`src/rtl/multi_cnt_ctrl_pkg.sv`:
```
// Shared register map, CTRL bit positions and mode encoding for the multi-channel counter block.
package multi_cnt_ctrl_pkg;

    localparam logic [3:0] OFF_CTRL   = 4'h0;
    localparam logic [3:0] OFF_THR    = 4'h4;
    localparam logic [3:0] OFF_VAL    = 4'h8;
    localparam logic [3:0] OFF_STATUS = 4'hC;

    localparam int unsigned CH_STRIDE  = 16;
    localparam logic [8:0]  IRQ_OFFSET = 9'h100;

    localparam int unsigned CTRL_EN_BIT     = 0;
    localparam int unsigned CTRL_CLR_BIT    = 1;
    localparam int unsigned CTRL_MODE_BIT   = 2;
    localparam int unsigned CTRL_IRQ_EN_BIT = 3;

    typedef enum logic {
        ModeOneShot    = 1'b0,
        ModeAutoReload = 1'b1
    } cnt_mode_e;

    // Register selected by address bits [3:2] inside a channel block.
    typedef enum logic [1:0] {
        RegCtrl   = 2'd0,
        RegThr    = 2'd1,
        RegVal    = 2'd2,
        RegStatus = 2'd3
    } reg_sel_e;

endpackage

```
`src/rtl/multi_cnt_channel.sv`:
```
// One counter channel: count, CTRL, THR and sticky STATUS with terminal-count handling.
module multi_cnt_channel
    import multi_cnt_ctrl_pkg::*;
#(
    parameter int unsigned CNT_W = 32
) (
    input  logic             clk_i,
    input  logic             rst_ni,
    input  logic             ctrl_we_i,
    input  logic             thr_we_i,
    input  logic             status_we_i,
    input  logic [31:0]      wdata_i,
    output logic [CNT_W-1:0] cnt_o,
    output logic [31:0]      ctrl_rdata_o,
    output logic [31:0]      thr_rdata_o,
    output logic [31:0]      status_rdata_o,
    output logic             tc_o,
    output logic             irq_o
);

    localparam logic [CNT_W-1:0] CNT_ONE = 1;

    logic [CNT_W-1:0] cnt_q, cnt_d;
    logic [CNT_W-1:0] thr_q, thr_d;
    logic             en_q, en_d;
    logic             irq_en_q, irq_en_d;
    logic             status_q, status_d;
    cnt_mode_e        mode_q, mode_d;

    logic clr;
    logic at_thr;
    logic tc;

    logic unused_wdata;
    assign unused_wdata = ^wdata_i;

    always_comb begin
        clr      = ctrl_we_i && wdata_i[CTRL_CLR_BIT];
        at_thr   = (cnt_q == thr_q);
        // A clear in the same cycle swallows the terminal count entirely.
        tc       = en_q && at_thr && !clr;

        cnt_d    = cnt_q;
        thr_d    = thr_q;
        en_d     = en_q;
        irq_en_d = irq_en_q;
        mode_d   = mode_q;
        status_d = status_q;

        if (clr) begin
            cnt_d = '0;
        end else if (en_q) begin
            if (!at_thr) begin
                cnt_d = cnt_q + CNT_ONE;
            end else if (mode_q == ModeAutoReload) begin
                cnt_d = '0;
            end
        end

        if (tc && (mode_q == ModeOneShot)) begin
            en_d = 1'b0;
        end

        if (ctrl_we_i) begin
            en_d     = wdata_i[CTRL_EN_BIT];
            mode_d   = cnt_mode_e'(wdata_i[CTRL_MODE_BIT]);
            irq_en_d = wdata_i[CTRL_IRQ_EN_BIT];
        end

        if (thr_we_i) begin
            thr_d = wdata_i[CNT_W-1:0];
        end

        // Ordering gives hardware set priority over software clear.
        if (status_we_i && wdata_i[0]) begin
            status_d = 1'b0;
        end
        if (clr) begin
            status_d = 1'b0;
        end
        if (tc) begin
            status_d = 1'b1;
        end
    end

    always_ff @(posedge clk_i or negedge rst_ni) begin
        if (!rst_ni) begin
            cnt_q    <= '0;
            thr_q    <= '0;
            en_q     <= 1'b0;
            irq_en_q <= 1'b0;
            mode_q   <= ModeOneShot;
            status_q <= 1'b0;
        end else begin
            cnt_q    <= cnt_d;
            thr_q    <= thr_d;
            en_q     <= en_d;
            irq_en_q <= irq_en_d;
            mode_q   <= mode_d;
            status_q <= status_d;
        end
    end

    always_comb begin
        ctrl_rdata_o                   = '0;
        ctrl_rdata_o[CTRL_EN_BIT]      = en_q;
        ctrl_rdata_o[CTRL_MODE_BIT]    = mode_q;
        ctrl_rdata_o[CTRL_IRQ_EN_BIT]  = irq_en_q;
        thr_rdata_o                    = '0;
        thr_rdata_o[CNT_W-1:0]         = thr_q;
        status_rdata_o                 = '0;
        status_rdata_o[0]              = status_q;
    end

    assign cnt_o = cnt_q;
    assign tc_o  = tc;
    assign irq_o = status_q && irq_en_q;

endmodule

```
`src/rtl/multi_cnt_ctrl.sv`:
```
// Multi-channel counter controller: register decode, per-channel write strobes and read-back path.
module multi_cnt_ctrl
    import multi_cnt_ctrl_pkg::*;
#(
    parameter int unsigned NUM_CH = 4,
    parameter int unsigned CNT_W  = 32
) (
    input  logic                    clk_i,
    input  logic                    rst_ni,
    input  logic                    reg_req_i,
    input  logic                    reg_we_i,
    input  logic [8:0]              reg_addr_i,
    input  logic [31:0]             reg_wdata_i,
    output logic                    reg_gnt_o,
    output logic                    reg_rvalid_o,
    output logic [31:0]             reg_rdata_o,
    output logic                    reg_err_o,
    output logic [NUM_CH*CNT_W-1:0] cnt_val_o,
    output logic [NUM_CH-1:0]       cnt_tc_o,
    output logic [NUM_CH-1:0]       irq_o
);

    logic [CNT_W-1:0] cnt        [NUM_CH];
    logic [31:0]      ctrl_rd    [NUM_CH];
    logic [31:0]      thr_rd     [NUM_CH];
    logic [31:0]      status_rd  [NUM_CH];
    logic [NUM_CH-1:0] ctrl_we, thr_we, status_we;

    logic [3:0]  ch_idx;
    reg_sel_e    reg_sel;
    logic        irq_hit;
    logic        ch_hit;
    logic        wr;
    logic [31:0] ch_rdata;

    logic        rvalid_q, rvalid_d;
    logic [31:0] rdata_q, rdata_d;
    logic        err_q, err_d;

    logic unused_addr;
    assign unused_addr = ^reg_addr_i[1:0];

    assign reg_gnt_o = 1'b1;

    always_comb begin
        ch_idx  = reg_addr_i[7:4];
        reg_sel = reg_sel_e'(reg_addr_i[3:2]);
        irq_hit = (reg_addr_i[8:2] == IRQ_OFFSET[8:2]);
        ch_hit  = !reg_addr_i[8] && (32'(ch_idx) < NUM_CH);
        wr      = reg_req_i && reg_we_i && ch_hit;

        ctrl_we   = '0;
        thr_we    = '0;
        status_we = '0;
        ch_rdata  = '0;
        for (int unsigned c = 0; c < NUM_CH; c++) begin
            if (ch_idx == 4'(c)) begin
                ctrl_we[c]   = wr && (reg_sel == RegCtrl);
                thr_we[c]    = wr && (reg_sel == RegThr);
                status_we[c] = wr && (reg_sel == RegStatus);
                unique case (reg_sel)
                    RegCtrl:   ch_rdata = ctrl_rd[c];
                    RegThr:    ch_rdata = thr_rd[c];
                    RegVal:    ch_rdata = 32'(cnt[c]);
                    RegStatus: ch_rdata = status_rd[c];
                endcase
            end
        end
    end

    // Response: writes always return zero data; writes to read-only locations flag an error.
    always_comb begin
        rvalid_d = reg_req_i;
        rdata_d  = '0;
        err_d    = 1'b0;
        if (reg_req_i) begin
            if (irq_hit) begin
                err_d = reg_we_i;
                if (!reg_we_i) begin
                    rdata_d = 32'(irq_o);
                end
            end else if (ch_hit) begin
                err_d = reg_we_i && (reg_sel == RegVal);
                if (!reg_we_i) begin
                    rdata_d = ch_rdata;
                end
            end else begin
                err_d = 1'b1;
            end
        end
    end

    always_ff @(posedge clk_i or negedge rst_ni) begin
        if (!rst_ni) begin
            rvalid_q <= 1'b0;
            rdata_q  <= '0;
            err_q    <= 1'b0;
        end else begin
            rvalid_q <= rvalid_d;
            rdata_q  <= rdata_d;
            err_q    <= err_d;
        end
    end

    assign reg_rvalid_o = rvalid_q;
    assign reg_rdata_o  = rdata_q;
    assign reg_err_o    = err_q;

    for (genvar g = 0; g < NUM_CH; g++) begin : g_ch
        multi_cnt_channel #(
            .CNT_W (CNT_W)
        ) u_channel (
            .clk_i          (clk_i),
            .rst_ni         (rst_ni),
            .ctrl_we_i      (ctrl_we[g]),
            .thr_we_i       (thr_we[g]),
            .status_we_i    (status_we[g]),
            .wdata_i        (reg_wdata_i),
            .cnt_o          (cnt[g]),
            .ctrl_rdata_o   (ctrl_rd[g]),
            .thr_rdata_o    (thr_rd[g]),
            .status_rdata_o (status_rd[g]),
            .tc_o           (cnt_tc_o[g]),
            .irq_o          (irq_o[g])
        );
        assign cnt_val_o[g*CNT_W +: CNT_W] = cnt[g];
    end

endmodule
```
`config.mk`:
```
export PLATFORM = sky130hd
export DESIGN_NAME = multi_cnt_ctrl
export DESIGN_NICKNAME = d
export VERILOG_FILES = /design/src/rtl/multi_cnt_ctrl_pkg.sv /design/src/rtl/multi_cnt_channel.sv /design/src/rtl/multi_cnt_ctrl.sv
export SDC_FILE = /design/constraint.sdc
export NUM_CORES = 1
export LEC_CHECK = 0
export CELL_PAD_IN_SITES_DETAIL_PLACEMENT = 1
export CELL_PAD_IN_SITES_GLOBAL_PLACEMENT = 1
export CORE_MARGIN = 3
export CORE_UTILIZATION = 46
export CTS_CLUSTER_SIZE = 14
export DETAILED_ROUTE_END_ITERATION = 12
export PLACE_DENSITY_LB_ADDON = 0.1
export SLEW_MARGIN = 20
export SYNTH_ARGS = -nofsm -noshare
export SYNTH_HDL_FRONTEND = slang
export SYNTH_HIERARCHICAL = 1
export SYNTH_SLANG_ARGS = --single-unit
```
`constraint.sdc`:
```
create_clock -name clk_i -period 2.4 [get_ports clk_i]
set_input_delay 0.24 -clock clk_i [delete_from_list [all_inputs] [get_ports clk_i]]
set_output_delay 0.24 -clock clk_i [all_outputs]
set_load 0.03 [all_outputs]
```
==> impl_metrics.toml <==
[global_route]
grt_util_all_layers = 0.352
antenna_found_initial = 6
grt_pass1_vias = 20100
grt_pass1_wl_um = 132000
overflow = 0
grt_max_degree = 80

[sta]
hold_viol_final = 0
rsz0062_at_grt = "yes"
max_slew.worst_pin.slew_ps = 965
timing.final.crit_share = 1.05
layout_min_cycle_time_ps = 2520
fmax_mhz = 397
setup_violations = 4
setup_tns_ps = -415
skew_ps = 21.3
slew_headroom = 0.355
fin_ws_ps = -122
slew_viol_final = 0

[pwr]
leakage_nw = 11.8
p_per_area_nw_per_um2 = 491
p_sw_frac = 0.272
clkPwrFrac = 0.468
intPower_mw = 9.74
total_power_mw = 13.4
p_sw_mw = 3.64
pwr-share-comb = 0.139
seqPwrFrac = 0.393
peakVddDrop_uv = 386

[outcome]
violations = "setup timing"
status = "finished, violations left"

[min_path]
hold_class = "input port to async pin"

[synthesis]
muxShareOfSynthArea = 0.176
synth_simple_gate_area_frac = 0.139
synth.most_common_cell = "dfrtp_1"
ys_ff_latch = 306
yosysTopAreaCellShare = 0.347
yosysUniqueCellTypes = 61
synth_xor_area_frac = 0.0538
ys_warn_count = 6
synthFlopType = "dfrtp_1"
async_flop_share = 1.00
synth_edf_count = 0
synth_area_leaders = "dfrtp_1 (35%), buf_4 (9.5%), mux2_2 (8.6%), mux4_2 (7.3%), xnor2_1 (5.1%)"
synth_compound_area_frac = 0.150
synth_fa_ha_area_frac = 0.00227
postSynthAreaPerCell_sq_um = 9.99
synthCells = 2209
ys_seq_area_frac = 0.347
yosys-top-cells-count = "dfrtp_1 (306), buf_4 (279), nand2_1 (234), mux2_2 (169), xnor2_1 (128)"
synth_area_sq_um = 22100
synth_top_area_cell = "dfrtp_1"
synth_top_family_by_area = "multiplexers"

[worst_setup_path]
crit_fanout = 4
cp_top_family = "simple AND/OR/NAND/NOR gates"
crit_arrival_ps = 2280
path_cells = "xnor2_1 > nand4_1 > nor4_4 > buf_4 > nand2_4 > nor2_4 > buf_6"
worstReg2RegEnd = "g_ch[0].u_channel/cnt_o[18]"
path_class = "flop to output port"
critPathSlowestCell = "dfrtp_1"
cp.required_ps = 2160
rr_startpoint = "g_ch[0].u_channel/cnt_o[0]"
startpoint_type = "flop"
r2r.worst_path.cells = 8
critPathCaptureType = "output port"
worst-path-buf-inv = 2
slowest_delay_ps = 430
ff2ff_setup_slack_ps = 90

[place]
place_hpwl_um = 65500
gp_congestion = 0.943
port_buffers = 212

[detailed_routing]
vias_per_cell = 5.97
drc_errors = 0
firstDrtPassIters = 5
antenna_left = 0
route.detailed.wl_per_inst_um = 27.6
dr_total_vias = 19400
first_iter_violations = 1843
drt-total-wl_um = 89700

[cells_and_area]
syn_to_final_growth_pct = 23.5
drive_above_1_share = 0.283
finalNetCount = 2659

[clock_network]
clockBufferDepth = 3
cts_tree = "built"
cts_buffers = 39
htreeDepth = 2
clock_latency_ps = 580
cts_root_buf = "clkbuf_16"
clk_pin_slew_ps = 60
cts_sinks = 306

[die]
dieArea_sq_um = 50600
io_pins = 216
num_rows = 79
die_h_um = 225
floorplan.initialDensity = 0.470
die_x_um = 225
core_sq_um = 47000

[flow_run]
drv_cap = 0
layout by cell type, fill, tap and decap left out, types with 23 or more instances in the layout:
cell type        netlist  layout
a21oi_1               73      73
a22o_1                34      34
buf_12                 1      23
buf_4                279     285
clkbuf_16              0      39
clkdlybuf4s50_1        0     203
conb_1                 5     241
dfrtp_1              306     298
inv_1                 32      32
mux2_2               169     169
mux2i_1               34      34
mux4_2                72      72
nand2_1              234     228
nand3_1               71      69
nand4_1               52      52
nor2_1                67      56
nor3_1                45      44
o21a_1                32      32
o21ai_0              113     113
o221ai_1              34      34
o22ai_1               33      33
or3_1                 28      28
xnor2_1              128     109
logic make-up after synthesis:
family	after synthesis
adder cells (fa/ha/maj)	4
XOR/XNOR	132
flip-flops	306
AO/OA/AOI/OAI	474
multiplexers	276
AND/OR/NAND/NOR	583
other	5
buffers and inverters	429
stage by stage:
| step | setup WS, ps | hold WS, ps | cell area (sq um) | std cells | utilization |
|---|---|---|---|---|---|
| after floorplan | 14.3 | -55.6 | 23000 | 2445 | - |
| after global placement | -410 | 246 | 25500 | 3159 | 0.544 |
| after detailed placement | -444 | 252 | 25500 | 3159 | 0.544 |
| after CTS | -154 | 259 | 27100 | 3241 | 0.578 |
| after global routing | -161 | 285 | 27200 | 3244 | 0.580 |
| final | -122 | 255 | 27300 | 3247 | 0.581 |
per-layer routing:
layer	up-vias	global-route usage	wire (um)
met4	0	0.200	6020
met2	768	0.570	41800
met1	10000	0.462	36900
met3	200	0.0392	4930
met5	-	0	0
li1	8398	-	-
final cells by class:
class                           count  area (sq um)
Multi-Input combinational cell   1710         12700
Clock inverter                     16           246
Sequential cell                   306          7670
Clock buffer                       52          1060
Antenna cell                        3          7.51
Fill cell                        5215         19700
Inverter                           33           124
Tap cell                          607           759
Timing Repair Buffer              520          4730
worst max-delay path by stage:
stage                                           start                           to  slack (ps)  cells after the start
global placement                        reg_addr_i[6]  g_ch[0].u_channel/cnt_o[24]        -410                     10
CTS                        g_ch[2].u_channel/cnt_o[1]                  cnt_tc_o[2]        -150                      7
floorplan                               reg_addr_i[3]  g_ch[1].u_channel/cnt_o[29]          10                     12
global route              g_ch[2].u_channel/cnt_o[10]                  cnt_tc_o[2]        -160                      7
detailed placement                      reg_addr_i[6]  g_ch[0].u_channel/cnt_o[24]        -440                     10
finish              g_ch[3].u_channel/thr_rdata_o[29]                  cnt_tc_o[3]        -120                      7
timing repair:
action | in CTS | in global routing
pin swaps | 23 | 18
endpoints found under the setup margin | 5 | 23
hold endpoints to repair | 52 | 0
buffers inserted | 14 | 3
hold buffers | 1 | 0
cloned | 0 | 0
resized for setup | 37 | 19
state kept, by name (all words and copies together), names as in the netlist:
name / cells
g_ch.u_channel/cnt_o: 128
g_ch.u_channel/thr_rdata_o: 128
reg_rdata_o: 32
g_ch.u_channel/en_q: 4
g_ch.u_channel/irq_en_q: 4
g_ch.u_channel/mode_q: 4
g_ch.u_channel/status_q: 4
reg_err_o: 1
reg_rvalid_o: 1
power by group through the flow:
stage | Sequential [mW] | Clock, mW | Combinational (mW)
3_3_place_gp | 5.34 | 0 | 1.65
5_1_grt | 5.26 | 6.56 | 1.95
2_1_floorplan | 5.35 | 0 | 1.11
4_1_cts | 5.25 | 6.34 | 1.80
3_5_place_dp | 5.34 | 0 | 1.68
6_report | 5.26 | 6.27 | 1.86
Power figures use the tool's default switching activity.
